$ cat config.mk
export PLATFORM = sky130hd
export DESIGN_NAME = adc_sample_conditioner
export DESIGN_NICKNAME = d
export VERILOG_FILES = /design/src/rtl/adc_sample_conditioner.sv
export SDC_FILE = /design/constraint.sdc
export NUM_CORES = 1
export LEC_CHECK = 0
export ABC_AREA = 1
export BUFFER_PORTS_ARGS = -buffer_cell sky130_fd_sc_hd__buf_4
export CAP_MARGIN = 15
export CORE_MARGIN = 2
export CORE_UTILIZATION = 50
export DETAILED_ROUTE_END_ITERATION = 8
export PLACE_DENSITY = 0.68
export RECOVER_POWER = 50
export SKIP_CTS_REPAIR_TIMING = 1
export SLEW_MARGIN = 25
export SYNTH_ARGS = -nofsm -noshare
export SYNTH_HDL_FRONTEND = slang
export SYNTH_SLANG_ARGS = --single-unit
$ cat constraint.sdc
create_clock -name adc_clk -period 7.4 [get_ports adc_clk]
set_input_delay 1.11 -clock adc_clk [delete_from_list [all_inputs] [get_ports adc_clk]]
set_output_delay 1.11 -clock adc_clk [all_outputs]
set_load 0.01 [all_outputs]
$ cat src/rtl/adc_sample_conditioner.sv
// adc_sample_conditioner: ADC word conversion, offset removal, power-of-two boxcar decimation and output FIFO
module adc_sample_conditioner #(
  parameter int DEC_MAX_LOG2 = 8,
  parameter int FIFO_DEPTH = 4
) (
  input  logic        adc_clk,
  input  logic        adc_rstn,
  input  logic [13:0] adc_dat_i,
  input  logic        adc_vld_i,
  input  logic        cfg_en,
  input  logic [3:0]  cfg_log2_dec,
  input  logic [15:0] cfg_offset,
  output logic [15:0] m_dat_o,
  output logic        m_vld_o,
  input  logic        m_rdy_i,
  output logic [15:0] drop_cnt_o
);
  localparam int AW = 16 + DEC_MAX_LOG2;
  localparam int CW = DEC_MAX_LOG2 + 1;
  localparam int PW = $clog2(FIFO_DEPTH);
  localparam logic [3:0] LMAX = 4'(DEC_MAX_LOG2);
  typedef enum logic {IDLE, ACC} state_t;
  state_t state_q;
  logic [3:0] l_q, l_d;
  logic signed [AW-1:0] acc_q, sum_d;
  logic [CW-1:0] cnt_q;
  logic s1_vld_q;
  logic [15:0] s1_dat_q, sat_d, res_d;
  logic [16:0] y_d;
  logic last_d, push_d, pop_d, wr_en_d, full_d, empty_d;
  logic [15:0] mem_q [FIFO_DEPTH];
  logic [PW:0] wr_q, rd_q;
  logic [15:0] drop_q;
  always_comb begin
    y_d = {{4{adc_dat_i[13]}}, ~adc_dat_i[12:0]} - {cfg_offset[15], cfg_offset};
    sat_d = (y_d[16] ^ y_d[15]) ? (y_d[16] ? 16'h8000 : 16'h7fff) : y_d[15:0];
    l_d = (cfg_log2_dec > LMAX) ? LMAX : cfg_log2_dec;
    sum_d = acc_q + {{DEC_MAX_LOG2{s1_dat_q[15]}}, s1_dat_q};
    last_d = cnt_q == ((CW'(1) << l_q) - CW'(1));
    res_d = 16'(sum_d >>> l_q);
    push_d = state_q == ACC && cfg_en && s1_vld_q && last_d;
    empty_d = wr_q == rd_q;
    full_d = wr_q == {~rd_q[PW], rd_q[PW-1:0]};
    pop_d = !empty_d && m_rdy_i;
    wr_en_d = push_d && (!full_d || pop_d);
  end
  always_ff @(posedge adc_clk or negedge adc_rstn) begin
    if (!adc_rstn) begin
      state_q <= IDLE;
      l_q <= '0;
      acc_q <= '0;
      cnt_q <= '0;
      s1_vld_q <= 1'b0;
      s1_dat_q <= '0;
    end else begin
      s1_vld_q <= cfg_en && adc_vld_i;
      if (cfg_en && adc_vld_i) s1_dat_q <= sat_d;
      if (!cfg_en) begin
        state_q <= IDLE;
        acc_q <= '0;
        cnt_q <= '0;
      end else if (state_q == IDLE) begin
        state_q <= ACC;
        l_q <= l_d;
      end else if (s1_vld_q) begin
        acc_q <= last_d ? '0 : sum_d;
        cnt_q <= last_d ? '0 : cnt_q + CW'(1);
        if (last_d) l_q <= l_d;
      end
    end
  end
  // a full FIFO popped this cycle frees the slot the write lands in
  always_ff @(posedge adc_clk) begin
    if (wr_en_d) mem_q[wr_q[PW-1:0]] <= res_d;
  end
  always_ff @(posedge adc_clk or negedge adc_rstn) begin
    if (!adc_rstn) begin
      wr_q <= '0;
      rd_q <= '0;
      drop_q <= '0;
    end else begin
      if (wr_en_d) wr_q <= wr_q + (PW+1)'(1);
      if (pop_d) rd_q <= rd_q + (PW+1)'(1);
      if (push_d && !wr_en_d && drop_q != 16'hffff) drop_q <= drop_q + 16'd1;
    end
  end
  assign m_vld_o = !empty_d;
  assign m_dat_o = empty_d ? '0 : mem_q[rd_q[PW-1:0]];
  assign drop_cnt_o = drop_q;
endmodule
==> out/qor_table.md, run 1 <==
| Quantity | Value | Unit |
|:---|:---|:---|
| Endpoint class of the critical path | primary output | - |
| CP delay by family, top | buffers and inverters | - |
| Category of the worst setup path launch point | flip-flop | - |
| Syn Std Cell Area | 10,000 | um^2 |
| Depth of the worst hold-timing path | 1 | - |
| Power Dens Cells | 282 | nW/um^2 |
| Synth Net Count | 1,492 | - |
| Crit path kind | flip-flop to primary output | - |
| Count of flip-flops with a built-in enable after synthesis | 64 | - |
| Crit-path slowest cell | sky130_fd_sc_hd__clkbuf_1 | - |
| Final global-route overflow total | 0 | - |
| CP peak stage delay | 1.03 | ns |
| Number of placed instances with taps included | 1,708 | - |
| Fraction of registers with async set/reset | 54.6 | % |
| Number of port buffers | 71 | - |
| Number of design-rule violations left by the first detailed-router iteration | 567 | - |
| Area occupied by registers | 3850 | um^2 |
| CTS H-Tree Depth | 4 | - |
| Initial core utilization | 51.1 | % |
| Total routing resource utilization after global routing | 23.5 | % |
| Worst Hold Path EP | acc_q[13]$_DFFE_PN0P_ | - |
| Via count of the first global-routing pass | 8,454 | - |
| Fin nets | 1,550 | - |
| Core Footprint | 19,600 | um^2 |
| Fraction of layout cells with a size suffix above 1 | 7.93 | % |
| Worst R2R End | mem_q[3][2]$_DFFE_PP_ | - |
| Slew @ Worst Pin | 3.03 | ns |
| Wire length of the first global-routing pass | 40,900 | um |
| Unique cell type count in the Yosys netlist | 46 | - |
| Buffer depth of the longest clock path | 2 | - |
| FP Rows | 51 | - |
| Critical path data required time | 6.29 | ns |
| Number of warnings printed during yosys synthesis | 0 | - |
| Number of failing hold endpoints at the final stage | 0 | - |
| Top_reg_cell synth | sky130_fd_sc_hd__dfrtp_1 | - |
| Length of the first detailed-routing pass in iterations | 5 | - |
| Number of flip-flops and latches in the synthesized netlist | 141 | - |
| Slew Limit Fails | 58 | - |
| Maximum Capacitance Violations | 1 | - |
| Sequence of cells on the critical path | clkbuf_1 -> clkinv_1 -> clkbuf_1 -> nand2_1 -> a21oi_1 -> nand2_1 -> nand2_1 -> inv_1 -> buf_4 | - |
| Clock Latency Late Sink | 0.43 | ns |
| Placement Setup Slack | 2.86 | ns |
| Detailed-route DRC error count | 0 | - |
| Via count | 9,079 | - |
| Crit Reg-Reg Startpoint | l_q[0]$_DFFE_PN0P_ | - |
| Most common cell after layout, fill and taps aside | sky130_fd_sc_hd__nand2_1 | - |
| Max Fanout on Critical Path | 35 | - |
| Final Setup Violations | 0 | - |
| Via density | 5.22 | - |
| Antenna violations before repair | 0 | - |
| Final worst path period share | 71.7 | % |
| Num CTS Buffers | 17 | - |
| Outcome | complete, but fails checks | - |
| Total Negative Setup Slacks | 0 | ns |
| Critical path buffers and inverters | 5 | - |
| Arrival time worst endpoint | 4.20 | ns |
| Final weighted congestion in routability-driven placement | 0.923 | - |
| Reg2reg path depth | 13 | - |
| Buffer cell driving the clock tree root | sky130_fd_sc_hd__clkbuf_16 | - |
| Layout-stage area growth over the synthesis result | 12.7 | % |
| Count of inserted antenna diode cells | 0 | - |
| Detailed placer's ending HPWL | 18,100 | um |
| Peak supply drop | 0.000180 | V |
| Routed Antenna Nets | 0 | - |
| Violations in the final reports | capacitance limit, slew limit | - |
| Setup slack of the worst register-to-register path | 2.83 | ns |
| TritonCTS clock tree | done | - |
| Largest net degree at the start of global routing | 58 | - |
| Final cell count without fillers | 1,740 | - |
| P_leak | 5.65 | nW |
| Horizontal die dimension | 146 | um |
| Num ports | 72 | - |
| Die Outline Area | 21,200 | um^2 |
| Post-Route Skew | 0.0200 | ns |
| Unrepaired setup endpoints after global routing | false | - |
| Sequential-to-total area share from yosys stat | 38.4 | % |
| Total wire length after detailed routing | 24,100 | um |
| Area of the multi-input gates | 5200 | um^2 |
| Min Tclk post-route | 5.31 | ns |
| Worst rel slew slack | -102 | % |
| Cells after synthesis | 1,404 | - |
| Height of the die | 146 | um |
| Average size of a mapped cell | 7.13 | um^2 |
| Most prevalent standard cell on the critical path | sky130_fd_sc_hd__nand2_1 | - |
| Worst min-delay path class | flip-flop to flip-flop | - |
| Reg clk slew, reported paths | 0.07 | ns |
| Startpoint of the tightest hold check path | acc_q[13]$_DFFE_PN0P_ | - |
| Leading cell types in the layout, fill and taps excluded | sky130_fd_sc_hd__nand2_1 (420), sky130_fd_sc_hd__inv_1 (201), sky130_fd_sc_hd__nand3_1 (154), sky130_fd_sc_hd__nor2_1 (131), sky130_fd_sc_hd__dfrtp_1 (76) | - |
| Layout fillers | 1,854 | - |
| Peak clock frequency supported by timing | 0.188 | GHz |
| Smallest setup slack after layout | 2.09 | ns |
| Mean routed wirelength per cell | 13.8 | um |
| Total clock sinks | 141 | - |
==> metal layers <==
metal,track usage (%),wire length [um],vias to the layer above,share of wire [%]
met1,33.0,11600,4167,48
met4,7.01,402,0,1.7
met3,3.35,835,30,3.5
met5,0,0,-,0
li1,-,-,4668,-
met2,38.0,11200,214,47
==> stage by stage <==
stage | cell area, um^2 | utilization (%) | power [W] | hold WS, ns
after global placement | 10800 | 54.9 | 0.00229 | 0.466
after global routing | 11300 | 57.6 | 0.00341 | 0.505
final | 11300 | 57.6 | 0.00318 | 0.490
after detailed placement | 10800 | 54.9 | 0.00230 | 0.477
after CTS | 11400 | 58.0 | 0.00320 | 0.493
after floorplan | 10000 | - | 0.00191 | 0.456
==> kinds of logic after synthesis <==
family,count (synthesis),share of synthesized area (%)
simple gates,768,32.9
buf+inv,249,9.62
compound gates,149,8.62
flops,141,38.4
fa+ha+maj,49,6.27
xor+xnor,47,4.11
mux,1,0.112
==> cells in the mapped netlist, types with 2 or more instances <==
master	number	area share [%]
sky130_fd_sc_hd__o21ai_1	29	1.4
sky130_fd_sc_hd__fa_1	2	0.40
sky130_fd_sc_hd__inv_2	6	0.22
sky130_fd_sc_hd__dfrtp_1	77	19
sky130_fd_sc_hd__xnor2_1	15	1.3
sky130_fd_sc_hd__o21ai_0	35	1.7
sky130_fd_sc_hd__nor2_1	131	4.9
sky130_fd_sc_hd__o22ai_1	7	0.44
sky130_fd_sc_hd__and2_1	3	0.19
sky130_fd_sc_hd__buf_1	6	0.22
sky130_fd_sc_hd__inv_1	201	7.5
sky130_fd_sc_hd__buf_2	8	0.40
sky130_fd_sc_hd__clkinv_1	3	0.11
sky130_fd_sc_hd__a221oi_1	2	0.17
sky130_fd_sc_hd__a22oi_1	2	0.15
sky130_fd_sc_hd__clkbuf_1	22	0.82
sky130_fd_sc_hd__nor3_1	14	0.70
sky130_fd_sc_hd__nor2_2	3	0.19
sky130_fd_sc_hd__nand3b_1	10	0.75
sky130_fd_sc_hd__nand2_4	2	0.22
sky130_fd_sc_hd__nand3_1	154	7.7
sky130_fd_sc_hd__a21o_1	7	0.52
sky130_fd_sc_hd__o32ai_1	16	1.4
sky130_fd_sc_hd__o21bai_1	2	0.15
sky130_fd_sc_hd__nand2_2	5	0.31
sky130_fd_sc_hd__ha_1	47	5.9
sky130_fd_sc_hd__nand2_1	420	16
sky130_fd_sc_hd__xor2_1	32	2.8
sky130_fd_sc_hd__edfxtp_1	64	19
sky130_fd_sc_hd__nor2_4	4	0.45
sky130_fd_sc_hd__nand4_1	15	0.94
sky130_fd_sc_hd__a21oi_1	45	2.2
sky130_fd_sc_hd__buf_6	2	0.22
==> power breakdown <==
part           total (W)  switching (W)  leakage (nW)  internal, W
clock network   0.000885       0.000397         0.298     0.000488
logic            0.00131       0.000841          3.80     0.000466
registers       0.000989      0.0000763          1.55     0.000913
==> layout make-up <==
type	count	area share, %
multi-input cells	1014	46.1
flip-flops and latches	141	34.1
inverters	210	6.98
repair buffers	78	4.49
clock buffers	17	3.77
well taps	265	2.94
clock inverters	15	1.63
==> worst max path at each step <==
stage	from	cells past startpoint	endpoint
global placement	l_q[0]$_DFFE_PN0P_	13	mem_q[3][6]$_DFFE_PP_
finish	rd_q[0]$_DFFE_PN0P_	9	m_dat_o[15]
CTS	l_q[0]$_DFFE_PN0P_	13	mem_q[3][7]$_DFFE_PP_
global route	rd_q[0]$_DFFE_PN0P_	9	m_dat_o[11]
detailed placement	l_q[0]$_DFFE_PN0P_	13	mem_q[3][6]$_DFFE_PP_
floorplan	l_q[0]$_DFFE_PN0P_	15	mem_q[0][0]$_DFFE_PP_
==> registers in the layout, summed over array words and instances, names as in the netlist <==
register,count
state_q,1
wr_q,3
l_q,4
acc_q,24
s1_dat_q,16
drop_cnt_o,16
cnt_q,9
s1_vld_q,1
mem_q,64
rd_q,3
Note: power is estimated with default switching activity, not from simulation.
==> run 2, diff against run 1 <==
--- a/config.mk
+++ b/config.mk
@@ -5,7 +5,7 @@
 export SDC_FILE = /design/constraint.sdc
 export NUM_CORES = 1
 export LEC_CHECK = 0
-export ABC_AREA = 1
+export ABC_AREA = 0
 export BUFFER_PORTS_ARGS = -buffer_cell sky130_fd_sc_hd__buf_4
 export CAP_MARGIN = 15
 export CORE_MARGIN = 2
==> constraint.sdc (replaced) <==
create_clock -name adc_clk -period 5.5 [get_ports adc_clk]
set_input_delay 0.825 -clock adc_clk [delete_from_list [all_inputs] [get_ports adc_clk]]
set_output_delay 0.825 -clock adc_clk [all_outputs]
set_load 0.01 [all_outputs]
==> run 2 against run 1 <==
Effect of this change:
- the flow now finishes without violations
- global-route usage fell by 2.2 points
- worst hold slack got worse by 0.069 ns
- clock skew fell by 0.0089 ns
- via count fell by 21%
- largest cell class unchanged
==> out/qor_table.md, run 2 <==
| Quantity | Value | Unit | Change |
|:---|:---|:---|:---|
| Slew Limit Fails | 0 | - | -100% |
| Peak supply drop | 0.000233 | V | +30% |
| Detailed-route DRC error count | 0 | - | unchanged |
| Core Footprint | 18,800 | um^2 | -3.9% |
| Final weighted congestion in routability-driven placement | 0.877 | - | -5.0% |
| Buffer cell driving the clock tree root | sky130_fd_sc_hd__clkbuf_16 | - |  |
| Fraction of registers with async set/reset | 54.6 | % | unchanged |
| Largest net degree at the start of global routing | 78 | - | +34% |
| Fraction of layout cells with a size suffix above 1 | 14.0 | % | +6.1 points |
| Critical path data required time | 5.67 | ns | -0.62 ns |
| Minimum hold slack | 0.422 | ns | -0.0686 ns |
| Fin nets | 1,066 | - | -31% |
| Area contributors post-synth | sky130_fd_sc_hd__dfrtp_1 (20%), sky130_fd_sc_hd__edfxtp_1 (20%), sky130_fd_sc_hd__ha_1 (6.1%), sky130_fd_sc_hd__mux4_2 (5.4%), sky130_fd_sc_hd__xnor2_1 (4.1%) | - |  |
| Layout-stage area growth over the synthesis result | 10.5 | % |  |
| Total clock sinks | 141 | - | unchanged |
| Count of flip-flops with a built-in enable after synthesis | 64 | - | unchanged |
| Unique cell type count in the Yosys netlist | 95 | - | +110% |
| Height of the die | 143 | um | -1.7% |
| Maximum Capacitance Violations | 0 | - | -1 |
| Arrival time worst endpoint | 4.91 | ns | +0.71 ns |
| Num ports | 72 | - | unchanged |
| Post-Route Skew | 0.0112 | ns | -0.00887 ns |
| Reg2reg path depth | 10 | - | -3 |
| Setup slack of the worst register-to-register path | 0.76 | ns | -2.07 ns |
| Number of flip-flops and latches in the synthesized netlist | 141 | - | unchanged |
| Min Tclk post-route | 4.74 | ns |  |
| Slew @ Worst Pin | 1.29 | ns | -1.74 ns |
| Mean routed wirelength per cell | 16.8 | um | +22% |
| Detailed placer's ending HPWL | 15,100 | um | -17% |
| P_leak | 4.45 | nW | -21% |
| Crit path kind | flip-flop to flip-flop | - |  |
| TritonCTS clock tree | done | - |  |
| Sequential-to-total area share from yosys stat | 39.8 | % | +1.4 points |
| Worst rel slew slack | 13.5 | % | +120 points |
| Via density | 5.76 | - | +10% |
| Category of the worst setup path launch point | flip-flop | - |  |
| Dominant cell by count in the synthesized netlist | sky130_fd_sc_hd__nand2_1 | - |  |
| Number of warnings printed during yosys synthesis | 0 | - | unchanged |
| Syn Std Cell Area | 9660 | um^2 | -3.6% |
| Cells after synthesis | 929 | - | -34% |
| Horizontal die dimension | 143 | um | -1.7% |
| Post-synth top area cell | sky130_fd_sc_hd__dfrtp_1 | - |  |
| Wire length of the first global-routing pass | 34,900 | um | -15% |
| Max reg flops | 64 | - | unchanged |
| Number of failing hold endpoints at the final stage | 0 | - | unchanged |
| Worst R2R End | mem_q[2][7]$_DFFE_PP_ | - |  |
| Crit Reg-Reg Startpoint | acc_q[0]$_DFFE_PN0P_ | - |  |
| Synth top cells by count | sky130_fd_sc_hd__nand2_1 (86), sky130_fd_sc_hd__dfrtp_1 (77), sky130_fd_sc_hd__o21ai_0 (69), sky130_fd_sc_hd__edfxtp_1 (64), sky130_fd_sc_hd__a21oi_1 (60) | - |  |
| Via count | 7,208 | - | -21% |
| FP Rows | 50 | - | -2.0% |
| Peak clock frequency supported by timing | 0.211 | GHz |  |
| Buffer depth of the longest clock path | 2 | - | unchanged |
| Length of the first detailed-routing pass in iterations | 5 | - | unchanged |
| Layout fillers | 1,666 | - | -10% |
| Count of inserted antenna diode cells | 0 | - | unchanged |
| Leading cell types in the layout, fill and taps excluded | sky130_fd_sc_hd__nand2_1 (86), sky130_fd_sc_hd__dfrtp_1 (76), sky130_fd_sc_hd__o21ai_0 (69), sky130_fd_sc_hd__edfxtp_1 (64), sky130_fd_sc_hd__a21oi_1 (60) | - |  |
| Endpoint class of the critical path | flip-flop | - |  |
| Max Fanout on Critical Path | 7 | - | -80% |
| Top_reg_cell synth | sky130_fd_sc_hd__dfrtp_1 | - |  |
| Reg clk slew, reported paths | 0.06 | ns | about the same |
| Fraction of synthesized cell area taken by the top area cell type | 19.9 | % | +0.71 points |
| Final Setup Violations | 0 | - | unchanged |
| Total wire length after detailed routing | 21,000 | um | -13% |
| Synth Net Count | 1,017 | - | -32% |
| Outcome | finished, final reports clean | - |  |
| Total Negative Setup Slacks | 0 | ns | unchanged |
| Antenna violations before repair | 0 | - | unchanged |
| Worst Setup SP | acc_q[0]$_DFFE_PN0P_ | - |  |
| Most common cell after layout, fill and taps aside | sky130_fd_sc_hd__nand2_1 | - |  |
| CTS H-Tree Depth | 4 | - | unchanged |
| Number of design-rule violations left by the first detailed-router iteration | 535 | - | -5.6% |
| Worst min-delay path class | input port to async pin | - |  |
| Die Outline Area | 20,400 | um^2 | -3.5% |
| Clock Latency Late Sink | 0.42 | ns | about the same |
| Unrepaired setup endpoints after global routing | false | - |  |
| Initial core utilization | 51.3 | % | +0.17 points |
| Power Dens Cells | 360 | nW/um^2 | +28% |
| Final global-route overflow total | 0 | - | unchanged |
| Final worst path period share | 86.1 | % |  |
| Via count of the first global-routing pass | 6,936 | - | -18% |
| Num CTS Buffers | 17 | - | unchanged |
| Average size of a mapped cell | 10.4 | um^2 | +46% |
| Total routing resource utilization after global routing | 21.3 | % | -2.2 points |
| Number of port buffers | 71 | - | unchanged |
| Routed Antenna Nets | 0 | - | unchanged |
-- run 2: cell count changes after synthesis, moves of 14 or more --
cell / before / now
sky130_fd_sc_hd__o21ai_1: 29 / 2
sky130_fd_sc_hd__mux4_2: 0 / 23
sky130_fd_sc_hd__a22o_1: 0 / 17
sky130_fd_sc_hd__nor2_1: 131 / 42
sky130_fd_sc_hd__o21ai_0: 35 / 69
sky130_fd_sc_hd__nand3_1: 154 / 20
sky130_fd_sc_hd__inv_1: 201 / 50
sky130_fd_sc_hd__xor2_1: 32 / 15
sky130_fd_sc_hd__o32ai_1: 16 / 2
sky130_fd_sc_hd__a21oi_1: 45 / 60
sky130_fd_sc_hd__nor2b_1: 0 / 19
sky130_fd_sc_hd__nand2_1: 420 / 86
sky130_fd_sc_hd__xnor2_1: 15 / 45
sky130_fd_sc_hd__mux2i_1: 0 / 28
-- run 2: layout make-up --
type                       count  area, um^2  share of cell area, %
clock buffer                  20         468                   4.38
inverter                      52         195                   1.83
multi-input combinational    687        5240                   49.1
timing repair buffer          79         465                   4.36
clock inverter                12         134                   1.25
tap                          260         325                   3.05
sequential                   141        3850                   36.1
-- run 2: through the flow --
| stage | setup WS, ns | std cells | power, W | cell area, um^2 | utilization, % |
|---|---|---|---|---|---|
| floorplan | 1.51 | 929 | 0.00239 | 9660 | - |
| global placement | 1.34 | 1219 | 0.00275 | 10300 | 54.5 |
| detailed placement | 1.26 | 1219 | 0.00277 | 10300 | 54.5 |
| CTS | 1.26 | 1251 | 0.00394 | 10900 | 57.7 |
| global route | 0.451 | 1251 | 0.00408 | 10700 | 56.7 |
| finish | 0.764 | 1251 | 0.00384 | 10700 | 56.7 |
-- run 2: worst max-delay path by stage --
stage	end	slack, ns	cells after the start
detailed placement	s1_dat_q[0]$_DFFE_PN0P_	1.26	13
global placement	s1_dat_q[0]$_DFFE_PN0P_	1.34	13
global route	mem_q[3][6]$_DFFE_PP_	0.45	11
finish	mem_q[2][7]$_DFFE_PP_	0.76	10
CTS	mem_q[3][6]$_DFFE_PP_	1.26	11
floorplan	mem_q[3][0]$_DFFE_PP_	1.51	13
-- run 2: critical path, stage by stage, from the launching register on --
cell,delay [ns]
sky130_fd_sc_hd__dfrtp_1,0.38
sky130_fd_sc_hd__ha_1,0.24
sky130_fd_sc_hd__fa_1,0.43
sky130_fd_sc_hd__a211oi_1,0.32
sky130_fd_sc_hd__o2111ai_1,0.42
sky130_fd_sc_hd__a211o_2,0.43
sky130_fd_sc_hd__a211oi_1,1.00
sky130_fd_sc_hd__nand2_1,0.19
sky130_fd_sc_hd__o21a_1,0.16
sky130_fd_sc_hd__mux4_2,0.50
sky130_fd_sc_hd__a22oi_1,0.41
-- run 2: logic make-up after synthesis --
family	synth area share [%]
xor+xnor	5.78
mux	10.3
flops	39.8
compound gates	19.4
simple gates	12.7
fa+ha+maj	6.50
buf+inv	5.47
-- run 2: where the power goes --
part           internal, W  switching (W)
clock             0.000709       0.000455
combinational     0.000580       0.000777
sequential         0.00122       0.000102
total              0.00251        0.00133
-- run 2: per-layer routing --
layer	GRT usage (%)	routed length, um	vias to the layer above
li1	-	-	3573
met1	28.3	9670	3417
met2	35.2	10100	188
met3	4.23	827	30
met4	7.09	421	0
met5	0	0	-
